==> src/rtl/reset_sequencer.sv <==
// Power-on / software / watchdog reset sequencer: synchronises the board reset,
// stretches it, then releases NCH active-low reset channels one after another.
module reset_sequencer #(
    parameter int          NCH         = 3,
    parameter int          HOLD_CYCLES = 256,
    parameter int          STAGE_GAP   = 16,
    parameter int unsigned WDT_TIMEOUT = 24'd10000000,
    parameter int          WDT_W       = 24
) (
    input  logic           clk,
    input  logic           rst_n,
    input  logic           sw_rst_req,
    input  logic           wdt_en,
    input  logic           wdt_kick,
    output logic [NCH-1:0] rst_out_n,
    output logic           all_released,
    output logic [1:0]     rst_cause
);

    localparam int HOLD_W  = $clog2(HOLD_CYCLES + 1);
    localparam int STAGE_W = $clog2(STAGE_GAP + 1);
    localparam int CH_W    = (NCH > 1) ? $clog2(NCH) : 1;

    localparam logic [HOLD_W-1:0]  HOLD_LAST = HOLD_W'(HOLD_CYCLES - 1);
    localparam logic [STAGE_W-1:0] GAP_LAST  = STAGE_W'(STAGE_GAP - 1);
    localparam logic [CH_W-1:0]    CH_LAST   = CH_W'(NCH - 1);
    localparam logic [WDT_W-1:0]   WDT_LAST  = WDT_W'(WDT_TIMEOUT - 1);

    typedef enum logic [1:0] {
        S_HOLD,
        S_STAGE,
        S_RUN
    } state_t;

    state_t             state;
    logic [1:0]         sync_ff;
    logic [HOLD_W-1:0]  hold_cnt;
    logic [STAGE_W-1:0] stage_cnt;
    logic [CH_W-1:0]    chan_idx;
    logic [WDT_W-1:0]   wdt_cnt;
    logic               wdt_expire;
    logic               trigger;

    always_ff @(posedge clk or negedge rst_n) begin
        if (!rst_n) begin
            sync_ff <= 2'b00;
        end else begin
            sync_ff <= {sync_ff[0], 1'b1};
        end
    end

    // A kick in the expiry cycle clears the counter instead of firing.
    assign wdt_expire = (state == S_RUN) && wdt_en && !wdt_kick && (wdt_cnt == WDT_LAST);
    assign trigger    = (state == S_RUN) && (sw_rst_req || wdt_expire);

    always_ff @(posedge clk or negedge rst_n) begin
        if (!rst_n) begin
            state        <= S_HOLD;
            hold_cnt     <= '0;
            stage_cnt    <= '0;
            chan_idx     <= '0;
            wdt_cnt      <= '0;
            rst_out_n    <= '0;
            all_released <= 1'b0;
            rst_cause    <= 2'b00;
        end else begin
            case (state)
                S_HOLD: begin
                    wdt_cnt <= '0;
                    // Counting only begins once the synchronised reset has released.
                    if (sync_ff[1]) begin
                        if (hold_cnt == HOLD_LAST) begin
                            rst_out_n[0] <= 1'b1;
                            stage_cnt    <= '0;
                            chan_idx     <= CH_W'(1);
                            if (NCH == 1) begin
                                state        <= S_RUN;
                                all_released <= 1'b1;
                            end else begin
                                state <= S_STAGE;
                            end
                        end else begin
                            hold_cnt <= hold_cnt + 1'b1;
                        end
                    end
                end

                S_STAGE: begin
                    wdt_cnt <= '0;
                    if (stage_cnt == GAP_LAST) begin
                        rst_out_n[chan_idx] <= 1'b1;
                        stage_cnt           <= '0;
                        if (chan_idx == CH_LAST) begin
                            state        <= S_RUN;
                            all_released <= 1'b1;
                        end else begin
                            chan_idx <= chan_idx + 1'b1;
                        end
                    end else begin
                        stage_cnt <= stage_cnt + 1'b1;
                    end
                end

                S_RUN: begin
                    // Watchdog has priority over software when both fire together.
                    if (trigger) begin
                        rst_out_n    <= '0;
                        all_released <= 1'b0;
                        rst_cause    <= wdt_expire ? 2'b10 : 2'b01;
                        state        <= S_HOLD;
                        hold_cnt     <= '0;
                        stage_cnt    <= '0;
                        chan_idx     <= '0;
                        wdt_cnt      <= '0;
                    end else if (!wdt_en || wdt_kick) begin
                        wdt_cnt <= '0;
                    end else if (wdt_cnt != WDT_LAST) begin
                        wdt_cnt <= wdt_cnt + 1'b1;
                    end
                end

                default: begin
                    state <= S_HOLD;
                end
            endcase
        end
    end

endmodule

==> config.mk <==
export PLATFORM = sky130hd
export DESIGN_NAME = reset_sequencer
export DESIGN_NICKNAME = d
export VERILOG_FILES = /design/src/rtl/reset_sequencer.sv
export SDC_FILE = /design/constraint.sdc
export NUM_CORES = 1
export LEC_CHECK = 0
export BUFFER_PORTS_ARGS = -buffer_cell sky130_fd_sc_hd__buf_2
export CORE_UTILIZATION = 49
export CTS_CLUSTER_DIAMETER = 60
export DETAILED_ROUTE_END_ITERATION = 7
export PLACE_DENSITY = 0.66
export SYNTH_ARGS = -nofsm -noshare
export SYNTH_HDL_FRONTEND = slang
export SYNTH_SLANG_ARGS = --single-unit
export TNS_END_PERCENT = 50
==> constraint.sdc <==
create_clock -name clk -period 5.7 [get_ports clk]
set_input_delay 0.57 -clock clk [delete_from_list [all_inputs] [get_ports clk]]
set_output_delay 0.57 -clock clk [all_outputs]
set_load 0.1 [all_outputs]
==> results.txt, run 1 <==
The startpoint of the most critical setup path is state[0]$_DFFE_PN0P_. The overall track demand over capacity in global routing came out at 0.195. Entering global routing, the biggest net connects 51 pins. The least setup slack across all paths after layout came out at approximately 3.0 ns. By area the synthesized netlist is led by sky130_fd_sc_hd__dfrtp_1, sky130_fd_sc_hd__nor2_1, sky130_fd_sc_hd__xnor2_1. STA classifies the critical path startpoint as a flop.

The tool flagged a number of max-cap violations equal to 0. The number of nets in the synthesized netlist is 304. Including well taps, the total number of placed cells is 365. For the final database, setup skew stands at 0.00923 ns. The count of buffers added by post-CTS timing repair for setup came out at 0.

The global-route wire length before repair is slightly above 9000 um. The core outline area is around 5500 sq um. The total wire length after detailed routing came out at 5270 um. The number of antenna violations at the first check in global routing came out at 0.

The critical path is of the flop to flop type. The deepest clock path buffer count came out at 2. The clock buffer count from CTS is 5. For the pin with the worst max-slew slack, the measured transition is about 0.7 ns. The final-report max-slew violation count is 0.

The area share of the largest cell type after synthesis came out at 0.448. The final-report setup violation count came out at 0. The number of nets in the layout came out at 316. STA classifies the critical path endpoint as a flop. The placed instance area is between 2000 and 3000 sq um. For the worst setup path, the data arrival time is ~2.9 ns. The floorplan step set the die width to 77.5 um.

The gate count after technology mapping came out at between 200 and 300. The maximum resistive drop on vdd came out at 0.176 mV. The clock insertion delay at the later pin of the skew report came out at 0.31 ns.

Headroom to the max-slew limit came out at 0.536. The vias per cell came out at around 5.6. The synthesized flop and latch total came out at 50.

Traced cell by cell, the critical path runs through inv_1 > ha_1 > nand3b_1 > nor3_2 > a21oi_2 > nor2_2 > nor2_1. The initial standard-cell utilization of the core is 0.507. The largest stage delay on the critical path came out at just over 0.6 ns. The detailed-route DRC error count is 0. Pin placement for this block handled 11 I/O pins.

The worst slack on hold paths is between 0.3 and 0.4 ns. The worst reg-to-reg setup slack is a little under 3 ns. sky130_fd_sc_hd__dfrtp_1 takes more of the synthesized area than any other cell. The tree is rooted in a sky130_fd_sc_hd__clkbuf_8. The async set or reset register ratio after synthesis came out at 1.00. The register area share after synthesis is 0.448. The fraction of layout cells with a size suffix above 1 is 0.136. The Yosys warning count is 0. The worst setup slack after placement came out at just under 3 ns.

The required time of the worst setup path came out at 5.87 ns. The synthesized netlist contains 57 unique library cells. The worst hold path belongs to the class input pin to asynchronous set/reset pin.

The count of instances resized after the clock tree is built came out at 0. The H-tree depth is 2. The CTS clock-pin slew for the worst setup and hold paths is roughly 0.090 ns. After detailed routing, the average wire length per cell comes to between 10 and 15 um. Derived from the worst setup path, the maximum achievable clock frequency is ~360 MHz. The hold violation count in the final report came to 0. In the synthesized netlist the dominant register cell turns out to be sky130_fd_sc_hd__dfrtp_1. The via count of the routed design came out at between 2000 and 2500. The mean cell area of the mapped netlist came out at just under 10 sq um. The final instance area is approximately 3000 sq um. The top cell types in the final layout, fill and taps aside, are sky130_fd_sc_hd__dfrtp_1, sky130_fd_sc_hd__nor2_1, sky130_fd_sc_hd__nand2_1. The number of antenna repair diodes came out at 0. The placer's final routability congestion estimate is 0.766. The last element of the critical path is wdt_cnt[8]$_DFFE_PN0P_. Adding up every negative setup slack in the final design gives 0 ns. The area enclosed by the die boundary came out at 6010 sq um. In this run the critical register-to-register path is launched from state[0]$_DFFE_PN0P_.

The time the final worst path needs with I/O delays and setup is 2.74 ns. The cell area that synthesis handed to floorplanning was roughly 2800 sq um. The count of buffers from port buffering came out at 10.

The finished layout holds 373 standard cells, fillers aside. The count of standard-cell rows is 27. The first-pass iteration count of the detailed router came out at 4. The leakage power summed over all cells came out at roughly 1.3 nW.

The area overhead of the layout relative to synthesis came out at 7.97%. The number of hold-repair buffers added at the cts stage is 0. The power density over the cells came out at 256 nW/um^2.

The total number of clock tree sinks came out at 50. The run finished with clean final reports. Setup repair after global routing left no endpoint under its margin.

The die is between 70 and 80 um tall. The maximum fanout along the worst path is 20. The count of nets left with antenna violations after detail routing came out at 0.

The synthesized design contains 0 enable-type register cells. The CTS tree is yes. After global routing the overflow that remains totals 0. The cell type of the slowest stage on the worst timing path is sky130_fd_sc_hd__ha_1.

The detailed placement HPWL came out at between 3000 and 4000 um. The endpoint identified for the worst register-to-register timing path is wdt_cnt[8]$_DFFE_PN0P_. The path depth of the worst reg2reg path is 7. The final cycle utilization of the critical path came out at 0.481.

The detailed router finished its first iteration with 67 violations. Leaving out fill and tap cells, the most frequent cell in the layout is sky130_fd_sc_hd__dfrtp_1. The number of global-route vias before repair is 1967.
synthesized netlist by cell type, drive strengths merged, types with 2 or more instances:
library cell and n:
dfrtp 50, nor2 45, nand2 20, nand3 16, xnor2 16, o21ai 15
inv 12, ha 11, and3 8, a21oi 7, a22o 7, nor3 7
a21o 5, nand2b 5, nand4 5, nor2b 5, a31oi 4, a41oi 4
clkbuf 4, mux2 4, o22a 4, buf 3, nand3b 3, nor3b 3
nor4 2, or4b 2, or4bb 2
metal layers:
layer / part of all wire / GRT usage / vias up
met1: 0.51 / 0.267 / 1016
met4: 0.012 / 0.0660 / 0
met2: 0.46 / 0.302 / 23
li1: - / - / 1042
met3: 0.026 / 0.0459 / 5
met5: 0 / 0 / -
state kept, by name, indices dropped and copies added (netlist names):
name,flops
stage_cnt,5
state,2
hold_cnt,9
sync_ff,2
rst_out_n,3
chan_idx,2
all_released,1
rst_cause,2
wdt_cnt,24
power breakdown:
part,switching (mW),internal [mW],total [mW]
logic,0.0608,0.0491,0.110
clock network,0.121,0.132,0.253
registers,0.0272,0.383,0.410
total,0.209,0.563,0.773
stage by stage:
step | power, mW | utilization
after floorplan | 0.499 | -
after global placement | 0.526 | 0.527
after detailed placement | 0.527 | 0.527
after CTS | 0.782 | 0.548
after global routing | 0.811 | 0.548
final | 0.773 | 0.548
critical path, delay by kind of cell (launching register included):
kind | cells | cell delay (ns)
AO/OA/AOI/OAI | 1 | 0.18
buffers and inverters | 1 | 0.10
AND/OR/NAND/NOR | 4 | 1.29
flip-flops | 1 | 0.42
adder cells (fa/ha/maj) | 1 | 0.61
worst min path at each step:
stage / from / end / slack [ns]
2_1_floorplan: rst_n / all_released$_DFFE_PN0P_ / 0.27
3_3_place_gp: sync_ff[0]$_DFF_PN0_ / sync_ff[1]$_DFF_PN0_ / 0.33
3_5_place_dp: sync_ff[0]$_DFF_PN0_ / sync_ff[1]$_DFF_PN0_ / 0.33
4_1_cts: sync_ff[0]$_DFF_PN0_ / sync_ff[1]$_DFF_PN0_ / 0.36
5_1_grt: sync_ff[0]$_DFF_PN0_ / sync_ff[1]$_DFF_PN0_ / 0.36
6_report: rst_n / stage_cnt[4]$_DFFE_PN0P_ / 0.36
logic make-up (layout without fill, tap and decap cells):
group,after synthesis,after routing,share of synthesized area
adder cells (fa/ha/maj),11,11,0.0493
AND/OR/NAND/NOR,130,130,0.247
flip-flops,50,50,0.448
AO/OA/AOI/OAI,55,55,0.147
other,1,1,0.00134
multiplexers,5,5,0.0224
buffers and inverters,19,32,0.0323
XOR/XNOR,17,17,0.0533
cell type report:
class,count,area (sq um)
multi-input combinational,219,1450
sequential,50,1250
inverter,12,45.0
fill,499,2490
tap,72,90.1
timing repair buffer,12,65.1
clock inverter,3,43.8
clock buffer,5,68.8
Power figures use the tool's default switching activity.
==> run 2: changes to the inputs <==
Settings changed: PLACE_DENSITY 0.66 to 0.68.
Clock period 5.7 ns to 2.26 ns, I/O delays scaled along.
==> results.txt, run 2 (synthesis gave the netlist of run 1 again) <==
The flow ran to the end, and the final reports show no timing, DRC or antenna violations. The sum of negative setup slack is 0 ns (unchanged). The time the final worst path needs with I/O delays and setup is 2.20 ns (-0.542 ns). The worst slack on hold paths came out at 0.264 ns (-0.0924 ns).

The maximum resistive drop on vdd is 0.447 mV (+150%). The part of the total power dissipated in sequential elements is 0.536 (+0.005). The area overhead of the layout relative to synthesis is 16.4%.

The H-tree depth came out at 2 (unchanged). The count of buffers from port buffering is 10 (unchanged). The worst max-slew margin expressed relative to the limit came out at 0.441 (-0.0948). The clock insertion delay at the later pin of the skew report is 0.30 ns (about the same). The detailed-route DRC error count was 0 (unchanged).

The type of the most critical hold path is input pin to flop. TritonCTS built the clock tree. The worst clock skew on the final layout was 0.00277 ns (-0.00645 ns).

The vias per cell came out at 5.51 (-1.6%). The combinational share of power is 0.151 (+0.009). The count of nets left with antenna violations after detail routing came out at 0 (unchanged).

The internal power summed over all cells is 1.41 mW (+150%). The number of antenna violations at the first check in global routing came out at 0 (unchanged). The fraction of layout cells with a size suffix above 1 came out at 0.204 (+0.0675). The critical path start-end classification is flop to flop. The largest net degree at the start of global routing is 51 (unchanged). The initial standard-cell utilization of the core came out at 0.507 (unchanged).

The hold violation count in the final report came out at 0 (unchanged). The area enclosed by the die boundary is 6010 sq um (unchanged). The worst setup path is launched from a flop. In the layout the commonest cells are sky130_fd_sc_hd__dfrtp_1, sky130_fd_sc_hd__nor2_1, sky130_fd_sc_hd__nand2_1.

The final-report setup violation count came out at 0 (unchanged). In this run the clock root is driven by a sky130_fd_sc_hd__clkbuf_8. The number of buffers and inverters on the critical path came out at 1 (unchanged). The CTS clock-pin slew for the worst setup and hold paths is 0.09 ns (about the same). The fill cell total of the finished layout is 495 (-0.80%). The global-route wire length before repair came to 9830 um (+6.6%). The maximum fanout along the worst path came out at 5 (-75%).

The overall track demand over capacity in global routing came out at 0.206 (+0.0117). The number of antenna repair diodes came to 0 (unchanged). The detailed placement HPWL was 3830 um (+3.5%). Counting flops per register, the top entry is wdt_cnt. The max-cap check violation count came out at 0 (unchanged). The data arrival time of the critical path is 2.40 ns (-0.51 ns). The clock buffer count from CTS was 5 (unchanged). The total I/O pin count came to 11 (unchanged). The required time of the worst setup path is 2.45 ns (-3.42 ns). The transition time of the tightest slew-check pin is 0.830 ns (+0.133 ns). The portion of total power attributed to the clock network came out at 0.313 (-0.014). The detailed-route wire length per cell is 14.0 um (-1.0%).

The total wire length after detailed routing came out at 5540 um (+5.1%). The family with the most delay on the worst path is simple AND/OR/NAND/NOR gates. Walking the worst path, the cells encountered are or4bb_1 > buf_6 > nor4_4 > a21o_4 > o211ai_4 > mux2_4.

Setup repair after global routing could not meet its margin everywhere. The residual overflow from global routing was 0 (unchanged). The core outline area came to 5510 sq um (unchanged).

The horizontal die dimension is 77.5 um (unchanged). The number of global-route vias before repair is 2096 (+6.6%). The net switching power of the design is 0.526 mW (+150%).

The maximum clock rate came out at 454 MHz (+25%). The final-report max-slew violation count came out at 0 (unchanged). The largest stage delay on the critical path came out at 0.54 ns (-0.07 ns). The switching fraction of total power came out at 0.272 (+0.000774). The final cycle utilization of the critical path came to 0.974 (+0.493). The number of DRC markers after the initial detailed-route iteration came to 184 (+170%). The cell type of the slowest stage on the worst timing path is sky130_fd_sc_hd__or4bb_1. The first-pass iteration count of the detailed router came out at 4 (unchanged). The largest registers in the layout are wdt_cnt (24), hold_cnt (9), stage_cnt (5). The type of element capturing the critical path is a flop. The height of the die was 77.5 um (unchanged). The total number of clock tree sinks is 50 (unchanged). The most common library cell in the layout ignoring fill and taps is sky130_fd_sc_hd__dfrtp_1. The deepest clock path buffer count is 2 (unchanged). The number of flip-flops in the largest register came out at 24 (unchanged). The leakage power summed over all cells came out at 1.41 nW (+9.9%). The count of standard-cell rows came out at 27 (unchanged). The via count of the routed design came to 2180 (+4.5%). The power density over the cells came out at 595 nW/um^2 (+130%).

The placer's final routability congestion estimate is 0.779 (+1.7%). The number of nets in the layout came out at 339 (+7.3%).
==> run 2: cell count changes in the layout (fill, tap and decap cells not counted), sizes merged <==
cell | before | now
bufinv | 1 | 0
clkinv | 1 | 0
buf | 12 | 33
o211ai | 1 | 2
inv | 13 | 12
clkbuf | 5 | 8
dlygate4sd3 | 0 | 1
==> run 2: area by class of cell <==
class | instances | area [sq um] | share of cell area
multi-input cells | 220 | 1490 | 0.457
repair buffers | 34 | 269 | 0.0828
inverters | 12 | 45.0 | 0.0139
flip-flops and latches | 50 | 1250 | 0.385
well taps | 72 | 90.1 | 0.0277
clock buffers | 8 | 110 | 0.0339
==> run 2: what timing repair did <==
action                     4_1_cts  5_1_grt
hold endpoints to repair        50        0
setup endpoints to repair        0        8
hold buffers                     1        0
gates resized for setup          0        7
buffers inserted                 0        2
==> run 2: through the flow <==
step	utilization	power, mW	cell area, sq um	setup slack [ns]	instances
after floorplan	-	1.26	2790	0.145	288
after global placement	0.558	1.33	3070	0.118	384
after detailed placement	0.558	1.34	3070	0.0718	384
after CTS	0.579	1.95	3190	0.0522	393
after global routing	0.590	2.04	3250	-0.0420	396
final	0.590	1.94	3250	0.0582	396
==> run 2: power groups by stage <==
| stage | clock network [mW] | registers, mW | logic [mW] |
|---|---|---|---|
| 2_1_floorplan | 0 | 1.07 | 0.185 |
| 3_3_place_gp | 0 | 1.05 | 0.279 |
| 3_5_place_dp | 0 | 1.05 | 0.287 |
| 4_1_cts | 0.627 | 1.03 | 0.288 |
| 5_1_grt | 0.660 | 1.05 | 0.328 |
| 6_report | 0.607 | 1.04 | 0.292 |
==> run 2: worst paths after layout <==
check	start	to	slack, ns	depth (start not counted)
setup reg to reg	wdt_cnt[8]$_DFFE_PN0P_	hold_cnt[8]$_DFFE_PN0P_	0.06	6
min in group asynchronous	rst_n	stage_cnt[4]$_DFFE_PN0P_	0.44	3
hold reg to reg	sync_ff[0]$_DFF_PN0_	sync_ff[1]$_DFF_PN0_	0.36	0
setup / recovery	wdt_cnt[8]$_DFFE_PN0P_	hold_cnt[8]$_DFFE_PN0P_	0.06	6
max in group asynchronous	rst_n	wdt_cnt[14]$_DFFE_PN0P_	1.59	3
hold / removal	sw_rst_req	rst_cause[1]$_DFFE_PN0P_	0.26	3
==> run 2: per-layer routing <==
metal	GRT usage	part of all wire	vias to the layer above
met1	0.295	0.50	1044
met4	0.0811	0.015	0
met5	0	0	-
met3	0.0376	0.034	7
li1	-	-	1087
met2	0.309	0.45	42
==> run 2: worst reg2reg max path: stages, from the launching register on <==
cell,delay [ns]
sky130_fd_sc_hd__dfrtp_1,0.39
sky130_fd_sc_hd__or4bb_1,0.54
sky130_fd_sc_hd__buf_6,0.15
sky130_fd_sc_hd__nor4_4,0.38
sky130_fd_sc_hd__a21o_4,0.22
sky130_fd_sc_hd__o211ai_4,0.11
sky130_fd_sc_hd__mux2_4,0.31
==> run 3: changes to the inputs <==
Settings changed: CORE_MARGIN set to 5, PLACE_DENSITY 0.68 to not set, PLACE_DENSITY_LB_ADDON set to 0.1.
==> results.txt, run 3 (synthesis gave the netlist of run 1 again) <==
The number of global-route vias before repair is 2151 (+2.6%). The total number of clock tree sinks was 50 (unchanged). The worst setup path is captured at a flop. The worst clock skew on the final layout was 0.0118 ns (+0.00904 ns). The time the final worst path needs with I/O delays and setup came out at 2.19 ns (-0.0110 ns). The flow ran to the end, and the final reports show no timing, DRC or antenna violations. The power density over the cells came to 600 nW/um^2 (+0.79%). The H-tree depth is 2 (unchanged).

The core outline area is 5510 sq um (unchanged). The initial standard-cell utilization of the core came out at 0.507 (unchanged). The max-cap check violation count came out at 0 (unchanged). The most critical setup path has its endpoint at hold_cnt[1]$_DFFE_PN0P_. The clock insertion delay at the later pin of the skew report is 0.31 ns (about the same). The leakage power summed over all cells is 1.41 nW (-0.25%). The deepest clock path buffer count is 2 (unchanged). The final cycle utilization of the critical path came out at 0.969 (-0.00487). The number of flip-flops in the largest register is 24 (unchanged). The residual overflow from global routing came out at 0 (unchanged). The area enclosed by the die boundary came out at 7310 sq um (+22%).

The detailed-route wire length per cell came out at 14.3 um (+2.3%). The largest registers in the layout are wdt_cnt (24), hold_cnt (9), stage_cnt (5). Leaving out fill and tap cells, the most frequent cells in the layout are sky130_fd_sc_hd__dfrtp_1, sky130_fd_sc_hd__nor2_1, sky130_fd_sc_hd__buf_4. The number of nets in the layout came out at 339 (unchanged). The total wire length after detailed routing is 5670 um (+2.3%). The largest net degree at the start of global routing came out at 24 (-53%). The count of standard-cell rows is 27 (unchanged). The transition time of the tightest slew-check pin is 0.544 ns (-0.286 ns). The net switching power of the design came out at 0.519 mW (-1.3%). The via count of the routed design is 2192 (+0.55%). The total I/O pin count was 11 (unchanged). The final-report max-slew violation count came out at 0 (unchanged).

The switching fraction of total power came to 0.269 (-0.00242). The required time of the worst setup path is 2.45 ns (about the same). The worst reg-to-reg setup slack is 0.07 ns (about the same). The worst hold path belongs to the class input pin to flop. The most common library cell in the layout ignoring fill and taps is sky130_fd_sc_hd__dfrtp_1.

The CTS tree is yes. The combinational share of power is 0.151 (about the same). The critical path start-end classification is flop to flop.

The final-report setup violation count came to 0 (unchanged). The internal power summed over all cells is 1.41 mW (about the same). The endpoint identified for the worst register-to-register timing path is hold_cnt[1]$_DFFE_PN0P_. The worst max-slew margin expressed relative to the limit is 0.637 (+0.196).

The sum of negative setup slack is 0 ns (unchanged). The area overhead of the layout relative to synthesis is 15.1%. The placer's final routability congestion estimate came out at 0.793 (+1.9%). The hold violation count in the final report came out at 0 (unchanged). The maximum clock rate came to 456 MHz (+0.50%). The final total power came out at 1.93 mW (-0.38%). The part of the total power dissipated in sequential elements is 0.537 (about the same). The horizontal die dimension came out at 85.5 um (+10%).

The fraction of layout cells with a size suffix above 1 is 0.194 (-0.00926). The first-pass iteration count of the detailed router is 4 (unchanged). The final instance area is 3210 sq um (-1.2%). The placed instance area came out at 3090 sq um (+0.73%).

The number of antenna violations at the first check in global routing is 0 (unchanged). The number of antenna repair diodes is 0 (unchanged). The overall track demand over capacity in global routing is 0.170 (-0.0365). The detailed placement HPWL is 4150 um (+8.4%).

In this run the most critical hold path is launched from sw_rst_req. The portion of total power attributed to the clock network is 0.312 (about the same). The startpoint identified for the worst register-to-register timing path is wdt_cnt[11]$_DFFE_PN0P_.

The most critical setup path has its startpoint at wdt_cnt[11]$_DFFE_PN0P_. The detailed-route DRC error count came out at 0 (unchanged). The count of buffers from port buffering is 10 (unchanged).

The maximum resistive drop on vdd is 0.380 mV (-15%). The count of instances resized after the clock tree is built came to 0 (unchanged). The CTS clock-pin slew for the worst setup and hold paths is 0.09 ns (about the same). The path depth of the worst reg2reg path was 5 (-1). The maximum fanout along the worst path is 9 (+4). The register with the most flip-flops is wdt_cnt. The clock buffer count from CTS is 5 (unchanged). The number of DRC markers after the initial detailed-route iteration is 156 (-15%).

The root buffer cell chosen for the clock tree is sky130_fd_sc_hd__clkbuf_8. The global-route wire length before repair was 10100 um (+2.7%). Setup repair after global routing left no endpoint under its margin. The vias per cell is 5.54 (+0.55%). The data arrival time of the critical path came out at 2.38 ns (-0.02 ns). The worst setup path is launched from a flop. The count of nets left with antenna violations after detail routing is 0 (unchanged). The height of the die is 85.5 um (+10%).
==> run 3: what timing repair did <==
action,4_1_cts,5_1_grt
hold endpoints to repair,21,0
hold buffers,1,0
setup buffers,0,0
endpoints found under the setup margin,0,5
==> run 3: final cells by class <==
class,instances,area (sq um)
Clock buffer,8,110
Multi-Input combinational cell,219,1450
Inverter,12,45.0
Timing Repair Buffer,35,265
Tap cell,72,90.1
Sequential cell,50,1250
Fill cell,482,2290
==> run 3: power by group through the flow <==
stage	combinational (mW)	sequential [mW]	clock (mW)
after floorplan	0.185	1.07	0
after global placement	0.285	1.05	0
after detailed placement	0.293	1.05	0
after CTS	0.296	1.03	0.630
after global routing	0.331	1.05	0.661
final	0.291	1.03	0.602
==> run 3: worst max-delay path, stage by stage, from the launching register on <==
cell,delay (ns)
sky130_fd_sc_hd__dfrtp_1,0.42
sky130_fd_sc_hd__or4b_1,0.58
sky130_fd_sc_hd__nor4_4,0.42
sky130_fd_sc_hd__a21o_4,0.20
sky130_fd_sc_hd__o211ai_4,0.14
sky130_fd_sc_hd__mux2_4,0.32
==> run 3: layer usage <==
layer	vias up	global-route usage	wire [um]
li1	1081	-	-
met1	1072	0.240	2890
met4	0	0.0604	85
met2	32	0.263	2530
met5	-	0	0
met3	7	0.0298	160
==> run 3: through the flow <==
step            util  hold slack, ns  std cells  setup slack [ns]
2_1_floorplan      -         -0.0696        288             0.145
3_3_place_gp   0.562           0.245        387            0.0708
3_5_place_dp   0.562           0.240        387            0.0337
4_1_cts        0.584           0.261        396            0.0134
5_1_grt        0.584           0.278        396           0.00852
6_report       0.584           0.270        396            0.0692
==> run 3: worst min-delay path by stage <==
stage / slack (ns) / cells past startpoint / end
6_report: 0.27 / 3 / rst_cause[1]$_DFFE_PN0P_
3_5_place_dp: 0.24 / 1 / chan_idx[0]$_DFFE_PN0P_
3_3_place_gp: 0.25 / 1 / chan_idx[0]$_DFFE_PN0P_
5_1_grt: 0.28 / 3 / rst_cause[1]$_DFFE_PN0P_
2_1_floorplan: -0.07 / 0 / all_released$_DFFE_PN0P_
4_1_cts: 0.26 / 3 / rst_cause[1]$_DFFE_PN0P_
